--- src/rtl/up_down_counter_mod.sv ---
// Parametrised loadable up/down counter with runtime modulus, programmable step,
// wrap/saturate selection, registered terminal-count pulse and sticky over/underflow flags.
module up_down_counter_mod #(
  parameter int WIDTH  = 8,
  parameter int STEP_W = 4
) (
  input  logic              clk,
  input  logic              rst_n,
  input  logic              en,
  input  logic              ld,
  input  logic              clr,
  input  logic              mode,
  input  logic              sat,
  input  logic [STEP_W-1:0] step,
  input  logic [WIDTH-1:0]  limit,
  input  logic [WIDTH-1:0]  d_in,
  input  logic              flag_clr,
  output logic [WIDTH-1:0]  count,
  output logic              tc,
  output logic              ovf,
  output logic              udf
);

  typedef logic [WIDTH:0] ext_t;

  typedef struct packed {
    logic [WIDTH-1:0] cnt;
    logic             hit;
  } step_res_t;

  localparam ext_t ONE = ext_t'(1);

  // Up step: exact landing on the limit counts as a boundary hit, crossing it wraps or clamps.
  function automatic step_res_t f_step_up(input ext_t cnt, input ext_t stp,
                                          input ext_t lim, input logic sat_i);
    step_res_t res;
    ext_t      sum;
    sum = cnt + stp;
    if (sum <= lim) begin
      res.cnt = WIDTH'(sum);
      res.hit = (sum == lim);
    end else begin
      res.cnt = sat_i ? WIDTH'(lim) : WIDTH'(sum - lim - ONE);
      res.hit = 1'b1;
    end
    return res;
  endfunction

  function automatic step_res_t f_step_down(input ext_t cnt, input ext_t stp,
                                            input ext_t lim, input logic sat_i);
    step_res_t res;
    if (cnt >= stp) begin
      res.cnt = WIDTH'(cnt - stp);
      res.hit = (cnt == stp);
    end else begin
      res.cnt = sat_i ? '0 : WIDTH'(cnt + lim + ONE - stp);
      res.hit = 1'b1;
    end
    return res;
  endfunction

  logic [WIDTH-1:0] r_count;
  logic             r_tc;
  logic             r_ovf;
  logic             r_udf;

  ext_t             w_cnt_x;
  ext_t             w_step_x;
  ext_t             w_lim_x;
  step_res_t        w_up;
  step_res_t        w_dn;
  logic             w_step_ok;
  logic [WIDTH-1:0] w_cnt_nxt;
  logic             w_tc_nxt;
  logic             w_set_ovf;
  logic             w_set_udf;

  assign w_cnt_x   = {1'b0, r_count};
  assign w_step_x  = {{(WIDTH + 1 - STEP_W){1'b0}}, step};
  assign w_lim_x   = {1'b0, limit};
  assign w_up      = f_step_up(w_cnt_x, w_step_x, w_lim_x, sat);
  assign w_dn      = f_step_down(w_cnt_x, w_step_x, w_lim_x, sat);
  // A zero step or a step wider than the whole range is a no-op, never a corruption.
  assign w_step_ok = (w_step_x != '0) && (w_step_x <= w_lim_x);

  always_comb begin
    w_cnt_nxt = r_count;
    w_tc_nxt  = 1'b0;
    w_set_ovf = 1'b0;
    w_set_udf = 1'b0;
    if (ld) begin
      w_cnt_nxt = (d_in > limit) ? limit : d_in;
    end else if (clr) begin
      w_cnt_nxt = '0;
    end else if (en && w_step_ok) begin
      if (w_cnt_x > w_lim_x) begin
        // Limit was lowered below the current count: re-enter the legal range at a bound.
        w_cnt_nxt = (mode && !sat) ? '0 : limit;
        w_tc_nxt  = 1'b1;
        w_set_ovf = mode;
        w_set_udf = !mode;
      end else if (mode) begin
        w_cnt_nxt = w_up.cnt;
        w_tc_nxt  = w_up.hit;
        w_set_ovf = w_up.hit;
      end else begin
        w_cnt_nxt = w_dn.cnt;
        w_tc_nxt  = w_dn.hit;
        w_set_udf = w_dn.hit;
      end
    end
  end

  // Output register stage; flag set takes precedence over flag_clr.
  always_ff @(posedge clk or negedge rst_n) begin
    if (!rst_n) begin
      r_count <= '0;
      r_tc    <= 1'b0;
      r_ovf   <= 1'b0;
      r_udf   <= 1'b0;
    end else begin
      r_count <= w_cnt_nxt;
      r_tc    <= w_tc_nxt;
      r_ovf   <= w_set_ovf | (r_ovf & ~flag_clr);
      r_udf   <= w_set_udf | (r_udf & ~flag_clr);
    end
  end

  assign count = r_count;
  assign tc    = r_tc;
  assign ovf   = r_ovf;
  assign udf   = r_udf;

endmodule

--- config.mk ---
export PLATFORM = sky130hd
export DESIGN_NAME = up_down_counter_mod
export DESIGN_NICKNAME = d
export VERILOG_FILES = /design/src/rtl/up_down_counter_mod.sv
export SDC_FILE = /design/constraint.sdc
export NUM_CORES = 1
export LEC_CHECK = 0
export CORE_ASPECT_RATIO = 0.7
export CORE_MARGIN = 2
export CORE_UTILIZATION = 30
export CTS_BUF_LIST = sky130_fd_sc_hd__clkbuf_8
export DETAILED_ROUTE_END_ITERATION = 12
export SYNTH_ARGS = -nofsm -noshare
export SYNTH_HDL_FRONTEND = slang
export SYNTH_SLANG_ARGS = --single-unit
--- constraint.sdc ---
create_clock -name clk -period 3.4 [get_ports clk]
set_clock_uncertainty 0.2 [all_clocks]
set_input_delay 0.68 -clock clk [delete_from_list [all_inputs] [get_ports clk]]
set_output_delay 0.68 -clock clk [all_outputs]
set_load 0.005 [all_outputs]
### Word-level counts from Yosys, hierarchy flattened

Cells that the tools add are included.

* register bits after elaboration: 11
* input port bits: 28

* equal/unequal tests: 2
* reductions and logical operators: 7
* bitwise logic cells: 5
* muxes and demuxes: 26
* magnitude comparators: 5
* $add $sub $neg: 7

Operators with widths (number)
* two-way mux 8 bit: 9
* two-way mux 9 bit: 2
* > comparator 8 bit: 2
* subtractor 8 x 4 -> 8 bit: 2
* two-way mux 1 bit: 15
* adder 8 x 4 -> 9 bit: 1
* equality test 9 x 8 -> 1 bit: 1
* less-or-equal comparator 9 x 8 -> 1 bit: 1
* nonzero test 9 bit: 1
* adder 8 x 1 -> 8 bit, second input constant: 1
* adder 8 bit: 1
* equality test 8 x 4 -> 1 bit: 1
* >= comparator 8 x 4 -> 1 bit: 1
* less-or-equal comparator 4 x 8 -> 1 bit: 1
* subtractor 8 x 1 -> 8 bit, second input constant: 1
* subtractor 8 bit: 1
* logical AND 1 bit: 3
* nonzero test 3 bit: 1
* bitwise AND 1 bit: 2
* zero test 1 bit: 2
* bitwise OR 1 bit: 2
* inverter 1 bit: 1

### Depth between registers and ports, before layout

* word-level depth: 11
* gate-level depth with buffers: 17

### Worst setup path after synthesis

OpenSTA, ideal clock, no wires.

* kind: input to register
* from: input port step[2]
* to: register r_count[6], in the netlist count[6]
* buffers on the path: 2
* setup slack: -0.540 ns
* library setup time: 0.127 ns
* arrival: 3.613 ns
* stages on the path: 17
* path through: inv_1 -> ha_1 -> clkbuf_1 -> nor2_1 -> a221oi_1 -> o21bai_1 -> nand2_1 -> xnor2_1 -> ha_1 -> nor3_1 -> nor3b_1 -> o22ai_1 -> o21ai_1 -> buf_2 -> or2_2 -> a31oi_1 -> o21ai_1

* longest elaborated chain between the ends: 10
* elaborated cells on any way between the ends: 21
* classes of those cells: 5 x add/sub; 3 x order compare; 9 x mux; 4 x reduce/logical

RTL lines
* from (decl): RTL line 14 `input logic [STEP_W-1:0] step,`
* adder 8 x 4 -> 9 bit: RTL line 38 `sum = cnt + stp;`
* subtractor 8 bit: RTL line 43 `res.cnt = sat_i ? WIDTH'(lim) : WIDTH'(sum - lim - ONE);`
* subtractor 8 x 1 -> 8 bit: RTL line 43
* two-way mux 8 bit: RTL line 43
* two-way mux 9 bit: RTL line 39 `if (sum <= lim) begin`
* two-way mux 8 bit: RTL line 102 `end else if (mode) begin`
* two-way mux 8 bit: RTL line 96 `if (w_cnt_x > w_lim_x) begin`
* two-way mux 8 bit: RTL line 95 `end else if (en && w_step_ok) begin`
* two-way mux 8 bit: RTL line 93 `end else if (clr) begin`
* two-way mux 8 bit: RTL line 91 `if (ld) begin`
* to (signal assigned): RTL line 122 `r_count <= w_cnt_nxt;`
* to (decl): RTL line 62 `logic [WIDTH-1:0] r_count;`

Several ways; a longest one is shown, not always the timed one. The select of a mux whose other input is x is not followed.
A chain may end at the register's enable or synchronous reset.

### Worst setup path in the final report

* from: input port step[0]
* to: register r_count[3], in the netlist count[3]

The elaborated chain is that of the path after synthesis.

==> flow_summary.yaml <==
outcome:
  status: "complete, but fails checks"
  violations: "setup timing"
critical_path:
  reg2reg_from: "count[0]$_DFFE_PN0P_"
  start_kind: "input pin"
  path_buf_inv: 3
  critPathRequiredTime_ns: 3.37
  crit_start: "step[0]"
  cpPeakStageDelay_ns: 0.37
  endpoint_kind: "flop"
  reg2reg_slack_ns: -0.09
  crit_family: "compound AO/OA/AOI/OAI gates"
  crit_slowest_cell: "fa_2"
  path_class: "in -> reg"
  crit_chain: "buf_8, ha_4, fa_2, nand2b_4, a21oi_4, o211ai_1, xnor2_2, ha_4, buf_6, a211oi_4, o21ai_2, o22ai_2, o21ai_4, buf_6, mux2i_2, o31a_1, o21ai_1"
  cp.arrival_ns: 3.54
  cp_max_fo: 4
cells_and_area:
  antenna_cells: 0
  final_util_pct: 52.7
  fin_nets: 622
  drive_gt1_share_pct: 37.9
  syn_to_final_growth_pct: 68.9
  fin_area_mm2: 0.00482
  fin_cells: 659
hold_path:
  holdCritStartpoint: "ovf$_DFF_PN0_"
  hp-class: "reg -> reg"
detailed_routing:
  routed-via-count: 3569
  wirelength_um: 12500
  ant_nets: 0
  viasPerCell: 5.42
  drtPass1Iterations: 5
  drt_iter0_markers: 274
  wl_per_cell_um: 18.9
  drc: 0
sta:
  timing.final.ws_setup_ns: -0.174
  holdWs_ns: 0.328
  period_minus_slack_ns: 3.57
  final.setup.tns_ns: -1.08
  final-hold-violation-count: 0
  drv_slew: 0
  fmax_ghz: 0.280
  slew_headroom_pct: 64.1
  fin_crit_sh_pct: 105
  setup-violations-final: 10
  grt_setup_unrepaired: "true"
  tightest_slew_ns: 0.536
flow_run:
  maxCapViolCount: 0
power:
  swShare_pct: 45.8
  pwr-share-seq_pct: 7.7
  internal-power_mw: 1.38
  ir_drop_mv: 0.274
  p_switching_mw: 1.16
  p_comb_share_pct: 87.0
  pwr-share-clk_pct: 5.3
  power.total_mw: 2.54
  power_leakage_nw: 2.22
  power_density_mw_per_mm2: 528
yosys:
  syn_avg_cell_area_um2: 7.77
  synth-seq-cells: 11
  syn-cell-area_mm2: 0.00285
  synth_top_area_share_pct: 22.4
  yosysTopAreaCell: "ha_1"
  syn_inst: 367
  syn-num-nets: 453
  yosysUniqueCellTypes: 58
  synth_edf_count: 0
  ys_seq_area_share_pct: 9.65
  ys.warnings.count: 0
  synth.area.top_cells: "ha_1 22%, dfrtp_1 9.6%, inv_1 5.4%, fa_1 4.9%, o21ai_0 4.4%"
  ys_async_sr_fraction_pct: 100
  ys.flop_type: "dfrtp_1"
placed_design:
  placed_cell_area_mm2: 0.00431
  dp_cells: 638
  io_buffers: 38
  dp_worst_setup_slack_ns: -0.919
  routabilityCongestion: 0.996
  dpl.hpwl_um: 9870
clock_tree:
  insertion_delay_ns: 0.24
  clk_pin_slew_ns: 0.06
  htree_levels: 1
  cts_made_buffers: 3
  clock_path_buffers: 2
  clock_sinks: 11
  cts_hold_buffers: 0
  root_buffer: "clkbuf_8"
  cts_tree: "done"
grt:
  grt_usage_pct: 24.0
  grt_max_degree: 16
  gr-total-overflow: 0
  grt_antenna_before_repair: 0
  grt_first_pass_wirelength_um: 19300
  grt_pass1_vias: 3639
floorplanning:
  core-area_mm2: 0.00914
  num_io_pins: 39
  die_height_um: 85.6
  die_w_um: 121
  die_area_mm2: 0.0103
  rows: 29
  initial_core_util_pct: 31.2
## cell usage after synthesis, types with 5 or more instances
cell type and count:
nand2b_1 5, a21oi_1 23, xor2_1 8, nand2_1 24, o21ai_0 25, a22oi_1 5, a21o_1 6, fa_1 7
nor3_1 12, xnor2_1 13, nand3_1 13, a211oi_1 7, nand4_1 6, inv_1 41, nor2_1 18, dfrtp_1 11
mux2i_1 6, clkbuf_1 6, ha_1 51, o211ai_1 13
## flip-flops by register name, summed over array words and instances (netlist names)
register	count
ovf	1
count	8
udf	1
tc	1
## layout make-up
cell class / instances / area (µm²)
clock buffer: 3 / 41.3
multi-input combinational: 303 / 2720
timing repair buffer: 176 / 1460
fill: 857 / 4320
inverter: 41 / 166
sequential: 11 / 275
clock inverter: 1 / 5.00
tap: 124 / 155
## cell usage in the layout, fill, tap and decap left out, types with 11 or more instances in the layout
cell             count
inv_1               36
nand3_1             13
o21ai_0             16
a21oi_1             21
dfrtp_1             11
nand2_1             24
ha_4                11
ha_1                40
o211ai_1            13
clkdlybuf4s50_1     32
nor2_1              14
buf_4              131
## layer usage
metal | vias to the layer above | global-route usage, % | routed length (µm)
met3 | 18 | 4.59 | 1070
met2 | 170 | 38.0 | 5510
met1 | 1687 | 34.4 | 5690
met4 | 0 | 3.81 | 198
li1 | 1694 | - | -
met5 | - | 0 | 0
## power groups by stage
stage                     Combinational (mW)  Clock, mW  Sequential (mW)
after global routing                    2.38      0.141            0.199
after floorplan                        0.985          0            0.201
final                                   2.21      0.134            0.196
after detailed placement                1.81          0            0.193
after CTS                               2.02      0.134            0.192
after global placement                  1.78          0            0.193
## worst reg2reg max path: stages, from the launching register on
cell	delay, ns
dfrtp_1	0.43
ha_4	0.19
fa_2	0.37
nand2b_4	0.10
a21oi_4	0.07
o211ai_1	0.27
xnor2_2	0.15
ha_4	0.21
buf_6	0.12
a211oi_4	0.24
o21ai_2	0.10
o22ai_2	0.18
o21ai_4	0.11
buf_6	0.15
mux2i_2	0.14
o31a_1	0.25
o21ai_1	0.12
## cells by family (layout without fill, tap and decap cells)
group | after synthesis | after routing | share of synthesized area, %
adders and majority gates | 58 | 58 | 27.3
xor gates and xnor gates | 21 | 21 | 6.45
AOI/OAI and AO/OA | 121 | 121 | 29.9
muxes | 6 | 6 | 2.11
DFF | 11 | 11 | 9.65
buffers and inverters | 53 | 221 | 7.63
and+or+nand+nor | 97 | 97 | 17.0
## path summary, 6_finish.rpt
| kind | end | cells past startpoint |
|---|---|---|
| min reg2reg | ovf$_DFF_PN0_ | 2 |
| max reg2reg | count[3]$_DFFE_PN0P_ | 16 |
| max | count[3]$_DFFE_PN0P_ | 17 |
| min | ovf$_DFF_PN0_ | 2 |
| min in group asynchronous | count[5]$_DFFE_PN0P_ | 1 |
| max in group asynchronous | count[2]$_DFFE_PN0P_ | 1 |
## what timing repair did
item	in CTS	in global routing
resized for setup	59	28
buffers inserted	14	4
setup endpoints to repair	10	10
pin swaps	28	20
No activity file was read; power rests on OpenSTA's default activity.
